<file path="src/rtl/servo_pwm_decoder.sv">
// Servo PWM receiver: measures 50 Hz hobby-servo frames and recovers the 0-100 duty code.
// Define SERVO_DEC_CLAMP_EN to clamp out-of-range widths to 0/100 instead of rejecting them.
module servo_pwm_decoder #(
    parameter int SYS_FREQ     = 100,
    parameter int PULSE_FREQ   = 50,
    parameter int MIN_PULSE_US = 500,
    parameter int MAX_PULSE_US = 2500
) (
    input  logic       clk,
    input  logic       reset,
    input  logic       pwm_in,
    output logic [6:0] duty_cycle,
    output logic       duty_valid,
    output logic       pulse_err,
    output logic       signal_lost
);

    localparam int PERIOD = SYS_FREQ * 1000000 / PULSE_FREQ;
    localparam int MINW   = SYS_FREQ * MIN_PULSE_US;
    localparam int MAXW   = SYS_FREQ * MAX_PULSE_US;
    localparam int RANGE  = MAXW - MINW;
    localparam int LOST   = 2 * PERIOD;
    localparam int CW     = $clog2(LOST + 1);
    localparam int NW     = $clog2(RANGE) + 8;

    localparam logic [CW-1:0] PLO_C   = CW'(PERIOD - PERIOD / 8);
    localparam logic [CW-1:0] PHI_C   = CW'(PERIOD + PERIOD / 8);
    localparam logic [CW-1:0] MINW_C  = CW'(MINW);
    localparam logic [CW-1:0] MAXW_C  = CW'(MAXW);
    localparam logic [CW-1:0] LOSTM_C = CW'(LOST - 1);

    typedef enum logic [1:0] {IDLE, HIGH, LOW} state_t;

    state_t        state, state_nxt;
    logic          s1, s2, s3, rise, fall;
    logic [CW-1:0] cnt, width_r, wsel;
    logic          timeout, latch_w, eval, lost;
    logic          per_ok, wid_lo, wid_hi, frame_ok;
    logic [NW-1:0] num, rem, dsr;
    logic [5:0]    q;
    logic [2:0]    step;
    logic          busy, ge, done;

    // Two-flop synchronizer followed by a registered edge detector
    always_ff @(posedge clk or posedge reset) begin
        if (reset) begin
            s1   <= 1'b0;
            s2   <= 1'b0;
            s3   <= 1'b0;
            rise <= 1'b0;
            fall <= 1'b0;
        end else begin
            s1   <= pwm_in;
            s2   <= s1;
            s3   <= s2;
            rise <= s2 & ~s3;
            fall <= ~s2 & s3;
        end
    end

    always_ff @(posedge clk or posedge reset) begin
        if (reset) state <= IDLE;
        else       state <= state_nxt;
    end

    assign timeout = (cnt == LOSTM_C);

    always_comb begin
        state_nxt = state;
        unique case (state)
            IDLE: if (rise) state_nxt = HIGH;
            HIGH: begin
                if (fall)         state_nxt = LOW;
                else if (timeout) state_nxt = IDLE;
            end
            LOW: begin
                if (rise)         state_nxt = HIGH;
                else if (timeout) state_nxt = IDLE;
            end
            default: state_nxt = IDLE;
        endcase
    end

    always_comb begin
        latch_w = (state == HIGH) && fall;
        eval    = (state == LOW) && rise;
        lost    = timeout && (((state == HIGH) && !fall) || ((state == LOW) && !rise));
    end

    // The rise cycle itself is count 1, so at the next rise cnt is the full period
    always_ff @(posedge clk or posedge reset) begin
        if (reset) begin
            cnt     <= '0;
            width_r <= '0;
        end else begin
            if (rise && state != HIGH) cnt <= CW'(1);
            else if (state == IDLE)    cnt <= '0;
            else                       cnt <= cnt + CW'(1);
            if (latch_w) width_r <= cnt;
        end
    end

    always_comb begin
        per_ok = (cnt >= PLO_C) && (cnt <= PHI_C);
        wid_lo = (width_r < MINW_C);
        wid_hi = (width_r > MAXW_C);
`ifdef SERVO_DEC_CLAMP_EN
        frame_ok = per_ok;
        wsel     = wid_lo ? MINW_C : (wid_hi ? MAXW_C : width_r);
`else
        frame_ok = per_ok && !wid_lo && !wid_hi;
        wsel     = width_r;
`endif
        num  = NW'(wsel - MINW_C) * NW'(100) + NW'(RANGE / 2);
        ge   = (rem >= dsr);
        done = busy && (step == 3'd6);
    end

    // Restoring divider: one quotient bit per cycle, MSB first
    always_ff @(posedge clk or posedge reset) begin
        if (reset) begin
            busy        <= 1'b0;
            step        <= '0;
            rem         <= '0;
            dsr         <= '0;
            q           <= '0;
            duty_cycle  <= '0;
            duty_valid  <= 1'b0;
            pulse_err   <= 1'b0;
            signal_lost <= 1'b1;
        end else begin
            duty_valid <= 1'b0;
            pulse_err  <= 1'b0;
            if (eval && frame_ok) begin
                busy <= 1'b1;
                step <= '0;
                rem  <= num;
                dsr  <= NW'(RANGE) << 6;
                q    <= '0;
            end else if (busy) begin
                if (ge) rem <= rem - dsr;
                dsr  <= dsr >> 1;
                q    <= {q[4:0], ge};
                step <= step + 3'd1;
                if (done) begin
                    busy       <= 1'b0;
                    duty_cycle <= {q, ge};
                    duty_valid <= 1'b1;
                end
            end
            if (eval && !frame_ok && !done) pulse_err <= 1'b1;
            if (lost)      signal_lost <= 1'b1;
            else if (done) signal_lost <= 1'b0;
        end
    end

endmodule

</file>
<file path="config.mk">
export PLATFORM = sky130hd
export DESIGN_NAME = servo_pwm_decoder
export DESIGN_NICKNAME = d
export VERILOG_FILES = /design/src/rtl/servo_pwm_decoder.sv
export SDC_FILE = /design/constraint.sdc
export NUM_CORES = 1
export LEC_CHECK = 0
export ABC_AREA = 1
export BUFFER_PORTS_ARGS = -buffer_cell sky130_fd_sc_hd__buf_2
export CAP_MARGIN = 20
export CORE_MARGIN = 2
export CORE_UTILIZATION = 25
export DETAILED_ROUTE_END_ITERATION = 8
export HOLD_SLACK_MARGIN = 0.06
export PLACE_DENSITY = 0.49
export SLEW_MARGIN = 40
export SYNTH_ARGS = -nofsm -noshare
export SYNTH_HDL_FRONTEND = slang
export SYNTH_SLANG_ARGS = --single-unit
</file>
<file path="constraint.sdc">
create_clock -name clk -period 5.01 [get_ports clk]
set_input_delay 0.2505 -clock clk [delete_from_list [all_inputs] [get_ports clk]]
set_output_delay 0.2505 -clock clk [all_outputs]
set_load 0.05 [all_outputs]
</file>
; Word-level counts from Yosys, hierarchy flattened
; Cells that the tools add are included.
[totals]
register_bits = 123
inputBits = 3
wordCells = 90
out_inout_bits = 10
[op_classes]
multipliers = 1
bitwise_logic = 5
n_addsub = 5
magnitude_cmp = 5
n_mux = 25
reduce_logical = 26
eq_ne = 6
[op_table]
columns = op, count
row1 = $mux W26, 5
row2 = $mux W22, 2
row3 = $add A26 B17 Y26 const B, 1
row4 = $ge A26 B26 Y1, 1
row5 = $mul A26 B5 Y24 const B, 1
row6 = $sub A26 B26 Y26, 1
row7 = $sub A22 B16 Y23 const B, 1
row8 = $add A22 B1 Y22 const B, 1
row9 = $eq A22 B22 Y1 const B, 1
row10 = $ge A22 B21 Y1 const B, 1
row11 = $gt A22 B18 Y1 const B, 1
row12 = $le A22 B22 Y1 const B, 1
row13 = $lt A22 B16 Y1 const B, 1
row14 = $logic_and A1 B1 Y1, 13
row15 = $mux W6, 2
row16 = $mux W1, 9
row17 = $mux W2, 4
row18 = $logic_not A1 Y1, 6
row19 = $mux W3, 2
row20 = $pmux W2 S3, 1
row21 = $reduce_bool A2 Y1, 3
row22 = $add A3 B1 Y3 const B, 1
row23 = $eq A3 B3 Y1 const B, 1
row24 = $not A1 Y1, 3
row25 = 9 further kinds, 10

; Longest topological paths before layout
; Gate-level depths: netlist of the first run.
[logic_depth]
word_depth = 8
depth_mapped = 34
ltp_nobuf = 34

; Worst setup path after synthesis of the first run
; Ideal clock, no wire load.
[synth_path]
path_kind = reg-to-reg
from = reg width_r[4]
to = reg rem[24]
arrival_ns = 4.252
path_buffers = 0
synth_period_minus_slack_ns = 4.368
setup_time_ns = 0.116
required_ns = 4.894
slack_ns = 0.642
path_stages_with_launch = 30
cell_sequence = dfrtp_1 -> inv_1 -> ha_1 -> inv_1 -> nand2_1 -> nand2_1 -> nand3_1 -> nand2_1 -> xor2_1 -> inv_1 -> ha_1 -> ha_1 -> inv_1 -> fa_1 -> inv_1 -> ha_1 -> nand2_1 -> nor2_1 -> and3_1 -> nand2_1 -> nand2_1 -> nand2_1 -> nand2_1 -> inv_1 -> nor3_1 -> nand4_1 -> nand2_1 -> nand2_1 -> nand2_1 -> nand2_1
[synth_between]
elab_chain_cells = 7
word_cells_on_any_way = 14
classes_between = add/sub: 2 / mul: 1 / order compare: 2 / mux: 1 / reduce/logical: 8
[synth_lines]
columns = element, line
row1 = start: declaration, 36  ; logic [CW-1:0] cnt, width_r, wsel;
row2 = start signal: assignment, 99  ; if (latch_w) width_r <= cnt;
row3 = branches (longest 7 deep; another with $mul A26 B5 Y24), --
row4 = end signal: assignment, 137  ; rem <= num;
row5 = end signal: assignment, 141  ; if (ge) rem <= rem - dsr;
row6 = end: declaration, 39  ; logic [NW-1:0] num, rem, dsr;
; Several ways; the timed one is not identified.
; A chain may end at the register's enable or synchronous reset.

; Worst setup path after layout of the first run
[layout_path]
from = reg width_r[13]
to = reg rem[25]
; The elaborated chain is that of the path after synthesis.

==> reports/metrics.csv, run 1 <==
metric,value,unit
main area contributors after synthesis,"sky130_fd_sc_hd__dfrtp_1, sky130_fd_sc_hd__nand2_1, sky130_fd_sc_hd__ha_1",
post-route insts no fill,2023,
number of levels the H-tree was split into,4,
sequential element share of the synthesized area,29.4,%
count of buffers from port buffering,12,
met3 GRT Util,1.65,%
maximum clock path buffer count,2,
number of nets in the synthesized netlist,1572,
highest achievable clock rate,0.215,GHz
number of buffers added by the clock tree synthesis step,17,
Die Height,207,um
synthesized netlist cell count,1458,
total of warnings raised by yosys,0,
Detailed Route Iter0 Violations,553,
number of rows created at floorplan,74,
Tmin final,4.65,ns
Die Footprint,42800,um^2
synthesis-stage register bit count,121,
clk slew on worst S/H paths,0.07,ns
average routed wire per standard cell,13.7,um
required arrival time at the worst endpoint,5.33,ns
"commonest non-fill, non-tap cells in the layout","sky130_fd_sc_hd__nand2_1, sky130_fd_sc_hd__inv_1, sky130_fd_sc_hd__dfrtp_1, sky130_fd_sc_hd__nor2_1, sky130_fd_sc_hd__ha_1",
final RePlAce weighted congestion,0.867,
met2 global-route usage,22.9,%
pin count of the biggest net entering global routing,59,
global routing met1 resource utilization,17.0,%
total standard cell area after synthesis,10300,um^2
synthesis-to-layout area growth,13.0,%
routed via count,9156,
NumNets Final,1592,
max-slew violation total from the final report,0,
Worst setup EP type,flip-flop,
core box area,40700,um^2
root buffer selected by CTS,sky130_fd_sc_hd__clkbuf_16,
Syn Area/Cell,7.07,um^2
worst slew slack as a fraction of its limit,57.3,%
min-delay worst type,flip-flop to flip-flop,
critical path's most frequent cell,sky130_fd_sc_hd__nand2_1,
initial antenna violation count,0,
Power Density,620,nW/um^2
portion of synthesized cell area occupied by the leading cell type,29.1,%
first-pass GRT wire length,45800,um
initial core utilization,25.3,%
number of antenna diodes,0,
area of all sequential standard cells,3030,um^2
Final Hold Violating Endpoints,0,
result of the run,"complete, no violations",
cell accounting for the most synthesized area,sky130_fd_sc_hd__dfrtp_1,
clock latency on the worst-skew pair,0.43,ns
Hold WS,0.353,ns
count of flip-flops with a built-in enable after synthesis,0,
post-route core utilization,28.6,%
critical-path cell with the highest stage delay,sky130_fd_sc_hd__fa_1,
"reg-to-reg slack, setup",0.36,ns
maximum clock skew at final layout,0.0129,ns
worst stage delay on the critical path,0.52,ns
Async SR Flop Fraction,100,%
top-level I/O count,13,
Clock Sink Count,121,
drt total wl,27800,um
PnR Total Power,0.00721,W
routing layer with the top usage in global route,met2,
via count of the first global-routing pass,8889,
Cells after DPL,1989,
number of post-CTS setup repair buffers,0,
Remaining DRCs,0,
drt first pass iters,5,
TritonCTS clock tree,yes,
Tcrit/Tclk final,92.8,%
maximum fanout along the worst path,6,
final antenna-violating net count,0,
setup tns final,0,ns
leakage power figure,6.07,nW
Least-Margin Pin Slew,0.640,ns
Peak supply drop,0.323,mV
ratio of cells with drive above 1 in the final layout,7.51,%
All-Layer GR Usage,13.0,%
Horiz. Die Dim,207,um
dominant synthesized flop cell,sky130_fd_sc_hd__dfrtp_1,
filler cell count in the final layout,4557,
number of different library cells in the post-synthesis netlist,56,
global route overflow,0,
max-cap viol count,0,
"Worst Path Class, Setup",flip-flop to flip-flop,
post-detailed-placement half-perimeter wirelength,22400,um
CP arrival,4.97,ns
total area of multi-input combinational cells,6140,um^2
"most common cell after layout, fill and taps aside",sky130_fd_sc_hd__nand2_1,
routed via count divided by cell count,4.53,
Critical Path Source Type,flip-flop,
final setup vio count,0,
## final cells by class
| type | count | share of cell area [%] |
|---|---|---|
| Clock buffer | 17 | 3.65 |
| Tap cell | 532 | 5.72 |
| Multi-Input combinational cell | 1034 | 52.7 |
| Sequential cell | 121 | 26.0 |
| Timing Repair Buffer | 23 | 1.27 |
| Inverter | 281 | 9.10 |
| Clock inverter | 15 | 1.54 |
## cells by family after synthesis
group | synth area share, %
simple gates | 27.7
buf+inv | 11.6
compound gates | 12.4
flops | 29.4
fa+ha+maj | 14.9
xor+xnor | 3.91
mux | 0.109
## worst max-delay path: cells and delay by family (launching register included)
family,cells,cell delay (ns)
AO/OA/AOI/OAI,1,0.05
XOR/XNOR,1,0.20
adder cells (fa/ha/maj),4,1.49
buffers and inverters,4,0.38
flip-flops,1,0.42
AND/OR/NAND/NOR,17,1.97
## state kept, by name, indices dropped and copies added, names as in the netlist, 2 cells and up
signal,cells
width_r,22
cnt,22
state,2
step,3
q,6
rem,26
dsr,24
duty_cycle,7
## cell usage after synthesis, drive strengths merged, types with 3 or more instances
library cell	n
a211oi	3
a21oi	75
a22oi	4
a31oi	10
buf	16
clkbuf	6
dfrtp	120
fa	19
ha	92
inv	281
nand2	364
nand3	97
nand4	29
nor2	113
nor3	23
nor4	12
o211ai	13
o21ai	82
o21bai	3
o22ai	24
or2	4
xnor2	17
xor2	29
## metrics by stage
stage	instance area (um^2)	worst slack [ns]
after floorplan	10300	0.642
after global placement	11000	0.123
after detailed placement	11000	0.124
after CTS	11600	0.0860
after global routing	11600	-0.0134
final	11600	0.361
## where the power goes
| part | internal [W] | switching [W] |
|---|---|---|
| Clock | 0.000753 | 0.000531 |
| Combinational | 0.00162 | 0.00323 |
| Sequential | 0.00102 | 0.0000572 |
| Total | 0.00339 | 0.00382 |
## repair_timing
item	4_1_cts	5_1_grt
resized for setup	0	15
hold buffers	2	0
endpoints found under the hold margin	56	0
setup endpoints to repair	0	6
## per-layer routing
layer | vias up | routed length (um)
li1 | 4761 | -
met1 | 4269 | 13200
met2 | 99 | 13600
met3 | 27 | 556
met4 | 0 | 428
met5 | - | 0
## final timing paths
kind,start,to,cells past startpoint
setup / recovery,width_r[13],rem[25],27
hold / removal,s1,s2,0
setup reg to reg,width_r[13],rem[25],27
hold reg to reg,s1,s2,0
max in group asynchronous,reset,rem[15],4
min in group asynchronous,reset,rise,3
No activity file was read; power rests on OpenSTA's default activity.
==> run 2, diff against run 1 <==
--- a/config.mk
+++ b/config.mk
@@ -12,7 +12,7 @@
 export CORE_UTILIZATION = 25
 export DETAILED_ROUTE_END_ITERATION = 8
 export HOLD_SLACK_MARGIN = 0.06
-export PLACE_DENSITY = 0.49
+export PLACE_DENSITY = 0.5
 export SLEW_MARGIN = 40
 export SYNTH_ARGS = -nofsm -noshare
 export SYNTH_HDL_FRONTEND = slang
==> constraint.sdc (replaced) <==
create_clock -name clk -period 4.2 [get_ports clk]
set_input_delay 0.21 -clock clk [delete_from_list [all_inputs] [get_ports clk]]
set_output_delay 0.21 -clock clk [all_outputs]
set_load 0.05 [all_outputs]
==> run 2 against run 1 <==
Design area rose by 18%. Maximum frequency rose by 13%. Critical endpoint is now rem[21]. Sequential power rose by 19%. Clock-buffer cell count did not move. Wire length rose by 6.5%. Clock power rose by 20%. Via count rose by 7.3%. Critical path depth fell by 3. Combinational power rose by 110%.
==> reports/metrics.csv, run 2 (synthesized netlist as in run 1, its figures left out) <==
metric,value,unit,change
result of the run,"complete, no violations",,
Die Footprint,42800,um^2,unchanged
unrepaired setup endpoints after global routing,yes,,
Remaining DRCs,0,,unchanged
Tcrit/Tclk final,98.2,%,+5.4 points
min-delay worst type,flip-flop to flip-flop,,
CP arrival,4.45,ns,-0.52 ns
Clock Sink Count,121,,unchanged
routed via count divided by cell count,4.54,,+0.37%
NumNets Final,1731,,+8.7%
synthesis-to-layout area growth,32.9,%,
number of rows created at floorplan,74,,unchanged
worst setup margin,0.0741,ns,-0.286 ns
final antenna-violating net count,0,,unchanged
clk slew on worst S/H paths,0.07,ns,about the same
Largest regs,"rem x26, dsr x24",,
max-cap viol count,0,,unchanged
Final Hold Violating Endpoints,0,,unchanged
Horiz. Die Dim,207,um,unchanged
worst stage delay on the critical path,0.49,ns,-0.03 ns
initial antenna violation count,0,,unchanged
routed via count,9821,,+7.3%
highest achievable clock rate,0.242,GHz,+13%
first-pass GRT wire length,48900,um,+6.9%
FF-to-FF End,rem[21],,
Peak supply drop,0.664,mV,+110%
TritonCTS clock tree,yes,,
worst path bufs/invs,6,,+2
number of levels the H-tree was split into,4,,unchanged
post-detailed-placement half-perimeter wirelength,23200,um,+3.4%
register bank with the most flops,rem,,
filler cell count in the final layout,4351,,-4.5%
Least-Margin Pin Slew,0.656,ns,+0.0165 ns
drt first pass iters,6,,+1
maximum clock path buffer count,2,,unchanged
required arrival time at the worst endpoint,4.53,ns,-0.80 ns
number of stages on the worst setup path,24,,-11%
via count of the first global-routing pass,9773,,+9.9%
"reg-to-reg slack, setup",0.07,ns,-0.29 ns
drt total wl,29600,um,+6.5%
"Worst Path Class, Setup",flip-flop to flip-flop,,
Worst setup EP type,flip-flop,,
max reg flops,26,,unchanged
count of buffers from port buffering,12,,unchanged
"most common cell after layout, fill and taps aside",sky130_fd_sc_hd__nand2_1,,
Crit. Startpoint,width_r[4],,
r2r startpoint,width_r[4],,
Detailed Route Iter0 Violations,472,,-15%
All-Layer GR Usage,13.8,%,+0.74 points
critical-path cell with the highest stage delay,sky130_fd_sc_hd__fa_1,,
final RePlAce weighted congestion,0.892,,+2.9%
setup tns final,0,ns,unchanged
average routed wire per standard cell,13.7,um,-0.36%
initial core utilization,25.3,%,unchanged
worst slew slack as a fraction of its limit,55.8,%,-1.5 points
pin count of the biggest net entering global routing,49,,-17%
max-slew violation total from the final report,0,,unchanged
Die Height,207,um,unchanged
maximum clock skew at final layout,0.0136,ns,+0.000674 ns
global route overflow,0,,unchanged
number of antenna diodes,0,,unchanged
"commonest non-fill, non-tap cells in the layout","sky130_fd_sc_hd__nand2_1, sky130_fd_sc_hd__inv_1, sky130_fd_sc_hd__buf_4, sky130_fd_sc_hd__dfrtp_1, sky130_fd_sc_hd__nor2_1",,
setup slack at placement,-0.362,ns,-0.486 ns
ratio of cells with drive above 1 in the final layout,25.9,%,+18 points
Tmin final,4.13,ns,-0.524 ns
maximum fanout along the worst path,4,,-2
core box area,40700,um^2,unchanged
Critical Path Source Type,flip-flop,,
final setup vio count,0,,unchanged
cells on worst reg2reg path,24,,-11%
crit-path leading delay family,adder cells,,
end point of the critical path,rem[21],,
worst-path cell chain,buf_6 -> nand2_1 -> nand2_2 -> buf_4 -> xor2_4 -> ha_1 -> ha_1 -> inv_1 -> fa_1 -> inv_1 -> ha_4 -> nand2_4 -> inv_1 -> a21oi_2 -> nand3_2 -> nand2_2 -> nand4_1 -> a21oi_2 -> buf_4 -> nand4_1 -> nand3_2 -> nand2_1 -> nand2_1 -> nand2_1,,
critical path's most frequent cell,sky130_fd_sc_hd__nand2_1,,
clock latency on the worst-skew pair,0.43,ns,about the same
PnR Total Power,0.0130,W,+80%
leakage power figure,6.90,nW,+14%
Power Density,950,nW/um^2,+53%
number of buffers added by the clock tree synthesis step,17,,unchanged
root buffer selected by CTS,sky130_fd_sc_hd__clkbuf_16,,
top-level I/O count,13,,unchanged
[run 2: changes by cell type in the layout (fill, tap and decap cells not counted), sizes merged]
cell	delta
buf	+139
inv	+1
clkinvlp	-1
[run 2: final cells by class]
cell class	count	area, um^2	share of cell area (%)
multi-input cells	1034	7110	52.0
flip-flops and latches	121	3030	22.1
repair buffers	162	1210	8.84
inverters	281	1060	7.78
well taps	532	666	4.86
clock buffers	17	425	3.11
clock inverters	15	180	1.32
[run 2: worst min path at each step]
stage	start	end	slack, ns	cells after the start
2_1_floorplan	pwm_in	s1	0.24	0
3_3_place_gp	pwm_in	s1	0.32	1
4_1_cts	s1	s2	0.36	0
5_1_grt	s1	s2	0.37	0
6_report	s1	s2	0.36	0
3_5_place_dp	pwm_in	s1	0.32	1
[run 2: report_power, final]
part / leakage, nW / total [W] / internal [W] / switching (W)
registers: 1.66 / 0.00129 / 0.00122 / 0.0000693
logic: 4.94 / 0.0102 / 0.00457 / 0.00560
clock network: 0.301 / 0.00154 / 0.000900 / 0.000637
[run 2: metal layers]
layer	track usage [%]	part of all wire, %	vias to the layer above	routed length (um)
li1	-	-	5047	-
met1	18.1	47	4616	13900
met2	23.4	48	110	14300
met3	1.85	2.1	48	619
met4	4.46	2.6	0	783
met5	0	0	-	0
[run 2: stage by stage]
stage	std cells	utilization, %	area (um^2)	hold slack (ns)
6_report	2162	33.6	13700	0.356
5_1_grt	2162	33.6	13700	0.368
4_1_cts	2151	31.9	13000	0.360
3_5_place_dp	2110	29.2	11900	0.321
3_3_place_gp	2110	29.2	11900	0.323
2_1_floorplan	1458	-	10300	0.241
[run 2: timing repair]
action	in CTS	in global routing
setup buffers	7	12
gates resized for setup	87	156
gates cloned	0	0
pin swaps	17	104
hold endpoints to repair	46	0
hold buffers	2	0
endpoints found under the setup margin	11	12
==> run 3, diff against run 2 <==
==> constraint.sdc (replaced) <==
create_clock -name clk -period 4.2 [get_ports clk]
set_input_delay 0.84 -clock clk [delete_from_list [all_inputs] [get_ports clk]]
set_output_delay 0.84 -clock clk [all_outputs]
set_load 0.05 [all_outputs]
==> run 3 against run 2 <==
Clock-buffer cell count unchanged. Critical endpoint is now rem[23]. Power shrank 1.9%. Sequential share of layout area shrank 0.077 points. Register-to-register slack hardly changed. Maximum frequency shrank 0.30%. Non-clock buffer count did not move. Clock power fell by 6%. Global-route usage fell by 0.18 points. Critical path depth rose by 6. Critical path type unchanged. Setup slack lost 0.013 ns. Die area stayed put.
==> reports/metrics.csv, run 3 (synthesized netlist as in run 1, its figures left out) <==
metric,value,unit,change
final antenna-violating net count,0,,unchanged
Remaining DRCs,0,,unchanged
global route overflow,0,,unchanged
average routed wire per standard cell,13.7,um,about the same
Die Height,207,um,unchanged
worst stage delay on the critical path,0.48,ns,about the same
initial core utilization,25.3,%,unchanged
routed via count divided by cell count,4.52,,-0.43%
Crit. Startpoint,width_r[4],,
routed via count,9779,,-0.43%
critical path's most frequent cell,sky130_fd_sc_hd__inv_2,,
number of levels the H-tree was split into,4,,unchanged
max-cap viol count,0,,unchanged
maximum clock path buffer count,2,,unchanged
drt total wl,29600,um,about the same
count of buffers from port buffering,12,,unchanged
maximum clock skew at final layout,0.0122,ns,-0.00145 ns
TritonCTS clock tree,yes,,
number of buffers inserted by hold repair at cts,0,,-2
NumNets Final,1731,,unchanged
first-pass GRT wire length,48300,um,-1.4%
critical-path cell with the highest stage delay,sky130_fd_sc_hd__fa_1,,
"Worst Path Class, Setup",flip-flop to flip-flop,,
top-level I/O count,13,,unchanged
Final Hold Violating Endpoints,0,,unchanged
Least-Margin Pin Slew,0.651,ns,-0.00512 ns
Die Footprint,42800,um^2,unchanged
filler cell count in the final layout,4330,,-0.48%
Detailed Route Iter0 Violations,437,,-7.4%
Worst setup EP type,flip-flop,,
number of rows created at floorplan,74,,unchanged
required arrival time at the worst endpoint,4.55,ns,+0.02 ns
max-slew violation total from the final report,0,,unchanged
Tmin final,4.14,ns,+0.0125 ns
worst path bufs/invs,8,,+2
result of the run,"complete, no violations",,
"reg-to-reg slack, setup",0.06,ns,about the same
clock latency on the worst-skew pair,0.43,ns,about the same
area post-placement,11900,um^2,+0.21%
worst slew slack as a fraction of its limit,56.6,%,+0.80 points
maximum fanout along the worst path,4,,unchanged
min-delay worst type,flip-flop to flip-flop,,
highest achievable clock rate,0.242,GHz,-0.30%
crit-path leading delay family,adder cells,,
unrepaired setup endpoints after global routing,yes,,
r2r startpoint,width_r[4],,
clk slew on worst S/H paths,0.07,ns,about the same
Hold WS,0.357,ns,+0.00104 ns
root buffer selected by CTS,sky130_fd_sc_hd__clkbuf_16,,
"commonest non-fill, non-tap cells in the layout","sky130_fd_sc_hd__nand2_1, sky130_fd_sc_hd__inv_1, sky130_fd_sc_hd__buf_4, sky130_fd_sc_hd__dfrtp_1, sky130_fd_sc_hd__nor2_1",,
register bank with the most flops,rem,,
Clock Sink Count,121,,unchanged
leakage power figure,6.90,nW,about the same
core box area,40700,um^2,unchanged
All-Layer GR Usage,13.6,%,-0.18 points
number of antenna diodes,0,,unchanged
Largest regs,"rem x26, dsr x24",,
Critical Path Source Type,flip-flop,,
number of buffers added by the clock tree synthesis step,17,,unchanged
post-detailed-placement half-perimeter wirelength,23200,um,about the same
drt first pass iters,5,,-1
Power Density,927,nW/um^2,-2.4%
max reg flops,26,,unchanged
Tcrit/Tclk final,98.5,%,+0.30 points
ratio of cells with drive above 1 in the final layout,27.2,%,+1.3 points
via count of the first global-routing pass,9613,,-1.6%
final setup vio count,0,,unchanged
pin count of the biggest net entering global routing,71,,+45%
final cell area excluding filler cells,13800,um^2,+0.47%
Horiz. Die Dim,207,um,unchanged
"most common cell after layout, fill and taps aside",sky130_fd_sc_hd__nand2_1,,
startpoint of the most critical hold path,s1,,
final RePlAce weighted congestion,0.879,,-1.5%
synthesis-to-layout area growth,33.5,%,
Peak supply drop,0.504,mV,-24%
PnR Total Power,0.0127,W,-1.9%
CP arrival,4.49,ns,+0.04 ns
initial antenna violation count,0,,unchanged
==> run 3: cell count changes in the layout (fill, tap and decap cells not counted), sizes merged <==
cell	previous run	this run
clkinvlp	0	5
dlygate4sd3	2	0
inv	290	291
buf	160	162
bufinv	2	0
clkinv	4	0
==> run 3: layout make-up <==
class                      count  area, um^2  area share (%)
clock buffer                  17         425            3.09
clock inverter                15         143            1.04
inverter                     281        1070            7.80
multi-input combinational   1034        7200            52.4
sequential                   121        3030            22.1
tap                          532         666            4.84
timing repair buffer         162        1210            8.80
==> run 3: worst paths after layout <==
check | to | cells past startpoint
setup / recovery | rem[23] | 30
hold / removal | s2 | 0
setup reg to reg | rem[23] | 30
hold reg to reg | s2 | 0
max in group asynchronous | rem[15] | 3
min in group asynchronous | s1 | 2
==> run 3: worst register-to-register path, delay by kind of cell, from the launching register on <==
kind | cells | cell delay [ns]
AND/OR/NAND/NOR | 15 | 1.29
adder cells (fa/ha/maj) | 5 | 1.44
buffers and inverters | 8 | 0.58
flip-flops | 1 | 0.38
AO/OA/AOI/OAI | 1 | 0.17
XOR/XNOR | 1 | 0.20
==> run 3: through the flow <==
stage                     util [%]  worst slack (ns)  TNS, ns  instances
after detailed placement      29.3            -0.301    -2.34       2113
after global routing          33.8            -0.166   -0.819       2162
after floorplan                  -            0.0115        0       1458
after global placement        29.3            -0.241    -1.65       2113
final                         33.8            0.0616        0       2162
after CTS                     31.6           0.00112        0       2149
==> run 3: where the power goes <==
group / leakage, nW / internal [W] / switching [W] / total (W)
Clock: 0.273 / 0.000788 / 0.000653 / 0.00144
Sequential: 1.66 / 0.00122 / 0.0000714 / 0.00129
Combinational: 4.97 / 0.00450 / 0.00552 / 0.0100
Total: 6.90 / 0.00651 / 0.00624 / 0.0127
==> run 3: layer usage <==
metal	track usage, %	up-vias	part of all wire [%]
li1	-	5043	-
met1	17.7	4592	47
met2	23.7	113	49
met3	1.68	31	1.9
met4	3.65	0	1.7
met5	0	-	0
==> run 3: what timing repair did <==
| item | CTS | global route |
|---|---|---|
| buffers inserted | 4 | 14 |
| setup endpoints to repair | 11 | 12 |
| resized for setup | 71 | 189 |
| pin swaps | 15 | 113 |
